`src/rtl/mobius_pkg.sv`:
```
// Shared definitions for the GF(2) Moebius transform blocks: controller states,
// default sizing and the per-stage butterfly span.
package mobius_pkg;

  localparam int DEFAULT_N      = 32;
  localparam int DEFAULT_LOG2_N = 5;

  typedef enum logic [1:0] {
    IDLE = 2'd0,
    RUN  = 2'd1,
    DONE = 2'd2
  } mobius_state_t;

  // Distance between the two bits combined by stage s (MSB-first indexing).
  function automatic int stage_half(input int n, input int s);
    return n >> (s + 1);
  endfunction

  // Width of a stage selector; kept at one bit for the degenerate N=2 case.
  function automatic int sel_width(input int log2_n);
    return (log2_n > 1) ? $clog2(log2_n) : 1;
  endfunction

endpackage : mobius_pkg

```
`src/rtl/mobius_stage_sel.sv`:
```
// One Moebius butterfly stage over GF(2), chosen at runtime by sel.
// Index 0 is the MSB of the vector and stands for input point 0.
module mobius_stage_sel
  import mobius_pkg::*;
#(
  parameter  int N      = DEFAULT_N,
  parameter  int LOG2_N = DEFAULT_LOG2_N,
  localparam int SW     = sel_width(LOG2_N)
) (
  input  logic [0:N-1]  data,
  input  logic [SW-1:0] sel,
  output logic [0:N-1]  result
);

  always_comb begin
    // NOTE: default assignment first, so every path drives result and no latch is inferred.
    result = data;
    for (int s = 0; s < LOG2_N; s++) begin
      if (sel == SW'(s)) begin
        for (int i = 0; i < N; i++) begin
          // With that index bit set, i ^ half is the same as i - half.
          if (((i >> (LOG2_N - 1 - s)) & 1) == 1) begin
            result[i] = data[i] ^ data[i ^ stage_half(N, s)];
          end
        end
      end
    end
  end

endmodule : mobius_stage_sel

```
`src/rtl/mobius_inv_iter.sv`:
```
// Iterative truth-table -> ANF transform: one shared butterfly stage applied
// LOG2_N times, last stage first, with valid/ready on both sides.
module mobius_inv_iter
  import mobius_pkg::*;
#(
  parameter  int N      = DEFAULT_N,
  parameter  int LOG2_N = DEFAULT_LOG2_N,
  localparam int SW     = sel_width(LOG2_N)
) (
  input  logic         clk,
  input  logic         rst,
  input  logic         in_valid,
  output logic         in_ready,
  input  logic [0:N-1] in_data,
  output logic         out_valid,
  input  logic         out_ready,
  output logic [0:N-1] out_data,
  output logic         busy
);

  localparam logic [SW-1:0] LAST_STAGE = SW'(LOG2_N - 1);

  mobius_state_t state_q, state_d;
  logic [0:N-1]  data_q;
  logic [0:N-1]  stage_out;
  logic [SW-1:0] stage_q;

  mobius_stage_sel #(
    .N      (N),
    .LOG2_N (LOG2_N)
  ) u_stage (
    .data   (data_q),
    .sel    (stage_q),
    .result (stage_out)
  );

  always_ff @(posedge clk or posedge rst) begin
    // NOTE: non-blocking assignments in clocked blocks so every register samples pre-edge values.
    if (rst) state_q <= IDLE;
    else     state_q <= state_d;
  end

  always_comb begin
    state_d = state_q;
    case (state_q)
      IDLE:    if (in_valid)       state_d = RUN;
      RUN:     if (stage_q == '0)  state_d = DONE;
      DONE:    if (out_ready)      state_d = IDLE;
      default:                     state_d = IDLE;
    endcase
  end

  always_comb begin
    in_ready  = (state_q == IDLE);
    out_valid = (state_q == DONE);
    busy      = (state_q == RUN) || (state_q == DONE);
    out_data  = data_q;
  end

  // Data register and stage counter; held untouched in DONE so backpressure is free.
  always_ff @(posedge clk or posedge rst) begin
    // NOTE: data_q is reset because out_data is visible in every state, including after an abort.
    if (rst) begin
      data_q  <= '0;
      stage_q <= LAST_STAGE;
    end else begin
      case (state_q)
        IDLE: begin
          if (in_valid) begin
            data_q  <= in_data;
            stage_q <= LAST_STAGE;
          end
        end
        RUN: begin
          data_q <= stage_out;
          if (stage_q == '0) stage_q <= LAST_STAGE;
          else               stage_q <= stage_q - 1'b1;
        end
        default: ;
      endcase
    end
  end

endmodule : mobius_inv_iter

```
`config.mk`:
```
export PLATFORM = sky130hd
export DESIGN_NAME = mobius_inv_iter
export DESIGN_NICKNAME = d
export VERILOG_FILES = /design/src/rtl/mobius_pkg.sv /design/src/rtl/mobius_stage_sel.sv /design/src/rtl/mobius_inv_iter.sv
export SDC_FILE = /design/constraint.sdc
export NUM_CORES = 1
export LEC_CHECK = 0
export CAP_MARGIN = 20
export CORE_MARGIN = 3
export CORE_UTILIZATION = 40
export DETAILED_ROUTE_END_ITERATION = 7
export GPL_TIMING_DRIVEN = 0
export PLACE_DENSITY = 0.66
export SLEW_MARGIN = 20
export SYNTH_ARGS = -nofsm -noshare
export SYNTH_HDL_FRONTEND = slang
export SYNTH_SLANG_ARGS = --single-unit
```
`constraint.sdc`:
```
create_clock -name clk -period 2.3 [get_ports clk]
set_input_delay 0.46 -clock clk [delete_from_list [all_inputs] [get_ports clk]]
set_output_delay 0.46 -clock clk [all_outputs]
set_load 0.02 [all_outputs]
```
Word-level counts from Yosys, hierarchy flattened --
Cells that the tools add are included.
Word-level totals: output and inout port bits 35, bits in registers 37, input bits 36, logic and storage cells 233
Operators by class: bitwise operators 81, add/sub/neg operators 1, equal/unequal tests 39, reduce and logical (&&, ||, !) cells 38, muxes and demuxes 40
Operators with widths (number):
- AND reduction 3 bit | 33
- XOR 1 bit | 80
- one-hot mux 32 bit (2 select lines) | 1
- inequality test 4 x 1 -> 1 bit (second input constant) | 10
- 2-to-1 mux 32 bit | 1
- inequality test 3 x 1 -> 1 bit (second input constant) | 10
- inequality test 5 x 1 -> 1 bit (second input constant) | 5
- 2-to-1 mux 2 bit | 11
- 2-to-1 mux 1 bit | 16
- 2-to-1 mux 16 bit | 1
- 2-to-1 mux 4 bit | 4
- 2-to-1 mux 8 bit | 2
- inequality test 2 x 1 -> 1 bit (second input constant) | 6
- == test 3 x 2 -> 1 bit (second input constant) | 2
- 2-to-1 mux 3 bit | 2
- inequality test 6 x 1 -> 1 bit (second input constant) | 1
- one-hot mux 2 bit (3 select lines) | 1
- one-hot mux 3 bit (2 select lines) | 1
- == test 3 x 1 -> 1 bit (second input constant) | 1
- == test 3 bit (second input constant) | 1
- zero test 3 bit | 1
- subtractor 3 x 1 -> 3 bit (second input constant) | 1
- == test 2 x 1 -> 1 bit (second input constant) | 1
- == test 2 bit (second input constant) | 1
- other kinds (6) | 6

Longest topological paths before layout --
Gate-level depths: netlist of the first run.
depth in word-level cells 7, gate-level depth with buffers 9, gate-level depth less buffers 7

Modules after synthesis --
Synthesis of the first run repeated with hierarchy kept, for this count alone.
Unflattened totals: cells, all modules 316, area, all modules 2845.2 µm²
By module, submodules not included:
- mobius_inv_iter | area an instance 1818.0 µm², cells each 168, times used 1, sequential area each 927.1 µm²
- mobius_stage_sel | area an instance 1027.2 µm², cells each 148, times used 1, sequential area each 0.0 µm²

Least setup slack after synthesis of the first run --
OpenSTA, ideal clock, no wires.
kind flip-flop to flip-flop, start reg state_q[0], end reg data_q, in the netlist out_data[22], stages on the path, launching flop included 7, buffers on the path 1, clock period less this slack 2.053 ns, setup time 0.126 ns, slack 0.247 ns, data arrival time 1.927 ns, required time 2.174 ns, cells stage by stage dfrtp_1 -> inv_1 -> ha_1 -> buf_2 -> mux2i_1 -> nor2_1 -> a221o_1
Between the ends: longest elaborated chain between the ends 3, elaborated cells between the ends (all ways) 7, classes of those cells 3 x eq/ne; 1 x mux; 3 x reduce/logical
Ends and longest elaborated chain:
- start: declaration | line mobius_inv_iter.sv:23 | mobius_state_t state_q, state_d;
- start signal: assignment | line mobius_inv_iter.sv:40 | else state_q <= state_d;
- zero test 2 bit (*)
- net in_ready | line mobius_inv_iter.sv:13 | output logic in_ready,
- inequality test 2 bit (no line) or nonzero test 2 bit (tied branches)
- AND reduction 3 bit (no line)
- end signal: assignment | line mobius_inv_iter.sv:70 | data_q <= in_data;
- end signal: assignment | line mobius_inv_iter.sv:75 | data_q <= stage_out;
- end: declaration | line mobius_inv_iter.sv:24 | logic [0:N-1] data_q;
Mark *: on every way through the listed nets, which the timed path passes. The rest lies on a longest branch. The select of a mux whose other input is x is not followed. A chain may end at the register's enable or synchronous reset.

Worst setup path in the final report of the first run --
start reg stage_q[2], end reg data_q, in the netlist out_data[25]
Between the ends: longest elaborated chain between the ends 4, elaborated cells between the ends (all ways) 8, classes of those cells 3 x eq/ne; 3 x mux; 2 x reduce/logical
Ends and longest elaborated chain:
- start: declaration | line mobius_inv_iter.sv:26 | logic [SW-1:0] stage_q;
- start signal: assignment | line mobius_inv_iter.sv:77 | else stage_q <= stage_q - 1'b1;
- == test 3 x 1 -> 1 bit | line mobius_stage_sel.sv:19 | if (sel == SW'(s)) begin
- 2-to-1 mux 8 bit | line mobius_stage_sel.sv:19
- 2-to-1 mux 1 bit | line mobius_stage_sel.sv:19
- one-hot mux 32 bit (2 select lines) | line mobius_inv_iter.sv:67 | case (state_q)
Several ways; a longest one is shown, not always the timed one. The select of a mux whose other input is x is not followed.

==> results of run 1 <==
## cell families after synthesis
group / after synthesis / share of synthesized area
AOI/OAI and AO/OA: 134 / 0.274
and+or+nand+nor: 126 / 0.203
buffers and inverters: 54 / 0.0798
DFF: 37 / 0.302
muxes: 36 / 0.125
adders and majority gates: 4 / 0.0163
## metrics by stage
step | std cells | setup slack (ns) | TNS (ns) | utilization | instance area [um2]
after floorplan | 391 | 0.247 | 0 | - | 3070
after global placement | 560 | -0.481 | -6.60 | 0.529 | 3900
after detailed placement | 561 | -0.593 | -8.63 | 0.533 | 3930
after CTS | 569 | 0.0509 | 0 | 0.549 | 4040
after global routing | 571 | 0.0279 | 0 | 0.552 | 4070
final | 571 | 0.134 | 0 | 0.552 | 4070
## layer usage
layer,GRT usage,routed length [um],up-vias,part of all wire
met5,0,0,-,0
met4,0.0915,210,0,0.019
met3,0.0433,792,18,0.073
met2,0.388,4860,170,0.45
met1,0.356,5010,1565,0.46
li1,-,-,1590,-
## timing repair
item,4_1_cts,5_1_grt
endpoints found under the setup margin,28,18
cloned,0,0
gates resized for setup,5,7
setup buffers,0,2
## power by group
part	leakage [nW]	total, mW	switching [mW]	internal (mW)
Clock	0.0542	0.539	0.267	0.272
Combinational	1.24	4.47	2.54	1.93
Sequential	0.420	1.52	0.541	0.980
## cell usage in the layout, fill, tap and decap left out, types with 2 or more instances in the layout
cell type        netlist  layout
clkdlybuf4s50_1        0      70
dfrtp_1               36      36
nand2_1               35      35
a21oi_1               35      35
nor2_1                31      31
o21ai_0               28      28
mux2i_1               26      25
o22ai_1               20      20
inv_1                 20      19
buf_2                 13      13
a31oi_1               12      12
nand3_1               10      10
clkbuf_1              14       9
nand2b_1               9       9
nor3_1                 8       8
mux2_2                 9       8
nor2b_1                7       7
a22oi_1                7       7
clkbuf_8               0       7
clkbuf_2               0       6
a211oi_1               6       6
buf_4                  3       5
or3_1                  5       5
nand4_1                4       4
ha_1                   4       4
a2bb2oi_1              3       3
a221o_1                3       3
and3_1                 3       3
o31ai_1                2       2
buf_6                  2       2
or2_2                  2       2
and2_1                 2       2
nand3b_1               2       2
a311oi_1               2       2
a211o_1                2       2
## worst max-delay path: cells and delay by family (launching register included)
kind            cells  cell delay (ns)
compound gates      3             0.81
flops               1             0.53
buf+inv             2             0.40
mux                 1             0.35
## path summary, 6_finish.rpt
| check | slack, ns | to |
|---|---|---|
| max in group asynchronous | 1.35 | out_data[8] |
| min in group clk | 0.53 | state_q[1] |
| worst max-delay path | 0.13 | out_data[25] |
| worst min register to register | 0.53 | state_q[1] |
| worst min-delay path | 0.49 | out_data[23] |
| worst max register to register | 0.13 | out_data[25] |
## layout make-up
class,count,share of cell area
repair buffers,73,0.183
inverters,20,0.0184
multi-input cells,300,0.472
well taps,99,0.0304
flip-flops and latches,37,0.228
plain buffers,34,0.0437
clock inverters,1,0.00123
clock buffers,7,0.0237
## sequential cells by signal, summed over array words and instances (netlist names)
signal and cells:
state_q 2, out_data 32, stage_q 3
==> impl_metrics.env, run 1 <==
export IMPL_hold_path_class="primary input to asynchronous set/reset pin"
export IMPL_crit_slowest_cell="dfstp_2"
export IMPL_wirelength_um=10900
export IMPL_rsz0062_at_grt="no"
export IMPL_skew_ns=0.00850
export IMPL_antenna_found_initial=0
export IMPL_crit_arrival_ns=2.39
export IMPL_design_die_area_mm2=0.00877
export IMPL_final_min_clock_period_ns=2.17
export IMPL_cts_buffer_depth=2
export IMPL_path_clk_slew_ns=0.09
export IMPL_portBuffers=70
export IMPL_core_area_mm2=0.00737
export IMPL_worstSetupPathType="register to register"
export IMPL_finalCritPeriodShare=0.942
export IMPL_p_per_area_mw_per_mm2=1600
export IMPL_maxCapViolations=0
export IMPL_irDropWorstVdd_mv=0.618
export IMPL_ys_seq_area_frac=0.302
export IMPL_grt_pass1_wl_um=17200
export IMPL_syn_mean_instance_area_um2=7.86
export IMPL_outcome="completed"
export IMPL_synthTopCellsByArea="dfrtp_1 (29%), mux2i_1 (8.5%), a21oi_1 (5.7%), o21ai_0 (4.6%), nand2_1 (4.3%)"
export IMPL_ant_nets=0
export IMPL_slew_headroom=0.585
export IMPL_worstSetupStartpointType="register"
export IMPL_cts_buffers=5
export IMPL_place_congestion=0.948
export IMPL_layout_nets=511
export IMPL_gr_total_overflow=0
export IMPL_io_pins=71
export IMPL_drtPass1Iterations=5
export IMPL_clock_sinks=37
export IMPL_holdWs_ns=0.486
export IMPL_p_leak_nw=1.71
export IMPL_end_kind="register"
export IMPL_n_antenna_cell=0
export IMPL_drive_gt1_frac=0.119
export IMPL_synth_edf_count=0
export IMPL_fmax_ghz=0.462
export IMPL_maxSlewViolCount=0
export IMPL_cpMostUsedCell="buf_2"
export IMPL_yosys_area_top_type_share=0.293
export IMPL_cp_max_fo=10
export IMPL_cp_required_ns=2.53
export IMPL_drc=0
export IMPL_h_tree_depth=2
export IMPL_synth_nets=431
export IMPL_seq_area_um2=927
export IMPL_die_w_um=93.7
export IMPL_rows=31
export IMPL_gr_usage_all_layers=0.253
export IMPL_holdBufCountCts=0
export IMPL_setup_viol=0
export IMPL_worstReg2RegStart="stage_q[2]"
export IMPL_dr_first_iter_drc_count=274
export IMPL_n_fill_cell=734
export IMPL_total_power_mw=6.53
export IMPL_synth_seq_cells=37
export IMPL_synth_most_common_cell="dfrtp_1"
export IMPL_tightest_slew_ns=0.619
export IMPL_synthCells=391
export IMPL_async_flop_share=1.00
export IMPL_grt_max_degree=21
export IMPL_syn_area_mm2=0.00307
export IMPL_cpPeakStageDelay_ns=0.53
export IMPL_vias=3343
export IMPL_cts_tree="yes"
export IMPL_synth_ff_type="dfrtp_1"
export IMPL_root_buffer="clkbuf_8"
export IMPL_dp_hpwl_um=7960
export IMPL_synth_area_leader_cell="dfrtp_1"
export IMPL_die_y_um=93.7
export IMPL_viasPerCell=5.85
export IMPL_area_delta_synth_final_pct=32.5
export IMPL_crit_chain="buf_2 > buf_2 > mux2_2 > o21ai_0 > o22ai_1 > a2bb2oi_1"
export IMPL_start_util=0.417
export IMPL_synth_cell_types=56
export IMPL_startpoint="stage_q[2]"
export IMPL_hold_viol=0
export IMPL_reg2regPathDepth=6
export IMPL_multi_input_area_mm2=0.00192
export IMPL_wl_per_cell_um=19.0
export IMPL_ys_warnings_count=0
export IMPL_synthTopCellsByCount="dfrtp_1 (36), a21oi_1 (35), nand2_1 (35)"
export IMPL_clk_latency_ns=0.30
export IMPL_grt_pass1_vias=3093
No activity file was read; power rests on OpenSTA's default activity.
==> run 2: changes to the inputs <==
Clock period 2.3 ns to 2 ns, I/O delays scaled along.
==> impl_metrics.env, run 2 (synthesis results as in run 1) <==
export IMPL_cellInternalPower_mw=3.80
export IMPL_fmax_ghz=0.522
export IMPL_viasPerCell=5.89
export IMPL_grt_max_degree=20
export IMPL_hold_viol=0
export IMPL_clock_sinks=37
export IMPL_cts_buffers=5
export IMPL_crit_slowest_cell="dfrtp_1"
export IMPL_netSwitchingFraction=0.507
export IMPL_final_min_clock_period_ns=1.92
export IMPL_dp_hpwl_um=8050
export IMPL_crit_arrival_ns=2.09
export IMPL_drtPass1Iterations=5
export IMPL_finalCritPeriodShare=0.958
export IMPL_dr_first_iter_drc_count=247
export IMPL_mostFrequentLayoutCell="clkdlybuf4s50_1"
export IMPL_cp_required_ns=2.18
export IMPL_layout_nets=515
export IMPL_crit_chain="inv_2 > ha_2 > clkbuf_4 > mux2_4 > buf_4 > nand4_1 > o21ai_0 > a221o_1"
export IMPL_die_w_um=93.7
export IMPL_ant_nets=0
export IMPL_end_kind="register"
export IMPL_grt_pass1_vias=3165
export IMPL_antenna_found_initial=0
export IMPL_p_sw_mw=3.91
export IMPL_gr_total_overflow=0
export IMPL_io_pins=71
export IMPL_drc=0
export IMPL_die_y_um=93.7
export IMPL_cp_max_fo=7
export IMPL_skew_ns=0.00852
export IMPL_irDropWorstVdd_mv=0.903
export IMPL_cpPeakStageDelay_ns=0.42
export IMPL_fin_util=0.568
export IMPL_drive_gt1_frac=0.153
export IMPL_slew_headroom=0.674
export IMPL_wl_per_cell_um=19.0
export IMPL_outcome="completed"
export IMPL_final_cell_mix="clkdlybuf4s50_1 (67), nand2_1 (35), a21oi_1 (35), dfrtp_1 (35), nor2_1 (30)"
export IMPL_n_fill_cell=706
export IMPL_hold_path_class="primary input to asynchronous set/reset pin"
export IMPL_holdBufCountCts=0
export IMPL_largest_reg_flops=32
export IMPL_seq_power_share=0.226
export IMPL_place_congestion=0.955
export IMPL_area_delta_synth_final_pct=36.3
export IMPL_worstSetupPathType="register to register"
export IMPL_gr_usage_all_layers=0.249
export IMPL_worstSetupStartpointType="register"
export IMPL_maxCapViolations=0
export IMPL_wirelength_um=10900
export IMPL_n_antenna_cell=0
export IMPL_path_clk_slew_ns=0.08
export IMPL_core_area_mm2=0.00737
export IMPL_power_frac_comb=0.705
export IMPL_design_die_area_mm2=0.00877
export IMPL_start_util=0.417
export IMPL_vias=3387
export IMPL_p_leak_nw=1.80
export IMPL_setup_viol=0
export IMPL_cts_buffer_depth=2
export IMPL_tightest_slew_ns=0.488
export IMPL_portBuffers=70
export IMPL_rows=31
export IMPL_cts_tree="yes"
export IMPL_total_power_mw=7.71
export IMPL_p_per_area_mw_per_mm2=1840
export IMPL_clk_latency_ns=0.29
export IMPL_setup_tns_ns=0
export IMPL_maxSlewViolCount=0
export IMPL_p_clk_frac=0.069
export IMPL_grt_pass1_wl_um=17000
export IMPL_root_buffer="clkbuf_8"
export IMPL_h_tree_depth=2
[run 2: area by class of cell]
cell class                      instances  area [um2]  area share
Sequential cell                        37         928       0.222
Tap cell                               99         124      0.0296
Multi-Input combinational cell        300        1970       0.471
Inverter                               20        75.1      0.0179
Buffer                                 33         208      0.0496
Clock buffer                            8        80.1      0.0191
Timing Repair Buffer                   78         801       0.191
[run 2: worst paths after layout]
kind / from / end / slack (ns) / cells past startpoint
max: state_q[1] / out_data[22] / 0.08 / 8
min: rst / out_data[30] / 0.44 / 2
max reg2reg: state_q[1] / out_data[22] / 0.08 / 8
min reg2reg: state_q[1] / state_q[1] / 0.55 / 2
max in group asynchronous: rst / stage_q[2] / 1.02 / 3
min in group clk: state_q[1] / state_q[1] / 0.55 / 2
[run 2: metrics by stage]
step	std cells	cell area, um2	hold WS, ns	setup WS (ns)
4_1_cts	571	4080	0.453	0.00216
2_1_floorplan	391	3080	0.474	0.0384
3_5_place_dp	561	3930	0.519	-0.582
3_3_place_gp	560	3900	0.505	-0.486
5_1_grt	575	4190	0.473	-0.00303
6_report	575	4190	0.445	0.0850
[run 2: metal layers]
metal,vias to the layer above,GRT usage,share of wire
li1,1598,-,-
met1,1585,0.350,0.44
met2,179,0.381,0.44
met3,25,0.0369,0.083
met4,0,0.101,0.029
met5,-,0,0
[run 2: timing repair]
action	4_1_cts	5_1_grt
endpoints found under the hold margin	0	0
setup endpoints to repair	36	33
resized for setup	22	24
setup buffers	2	5
pin swaps	0	0
[run 2: power groups by stage]
stage	clock (mW)	combinational, mW	sequential (mW)
2_1_floorplan	0	2.98	1.92
3_3_place_gp	0	4.94	1.73
3_5_place_dp	0	5.01	1.73
4_1_cts	0.545	5.17	1.72
5_1_grt	0.570	5.87	1.80
6_report	0.531	5.43	1.74
[run 2: critical path: cells and delay by family, from the launching register on]
family	cells	cell delay, ns
compound gates	2	0.37
fa+ha+maj	1	0.17
buf+inv	3	0.41
flops	1	0.42
mux	1	0.36
simple gates	1	0.07
==> run 3: changes to the inputs <==
Settings changed: CTS_CLUSTER_SIZE set to 14.
==> results of run 3 <==
No change in the layout: final DEF, timing and power equal those of run 2.
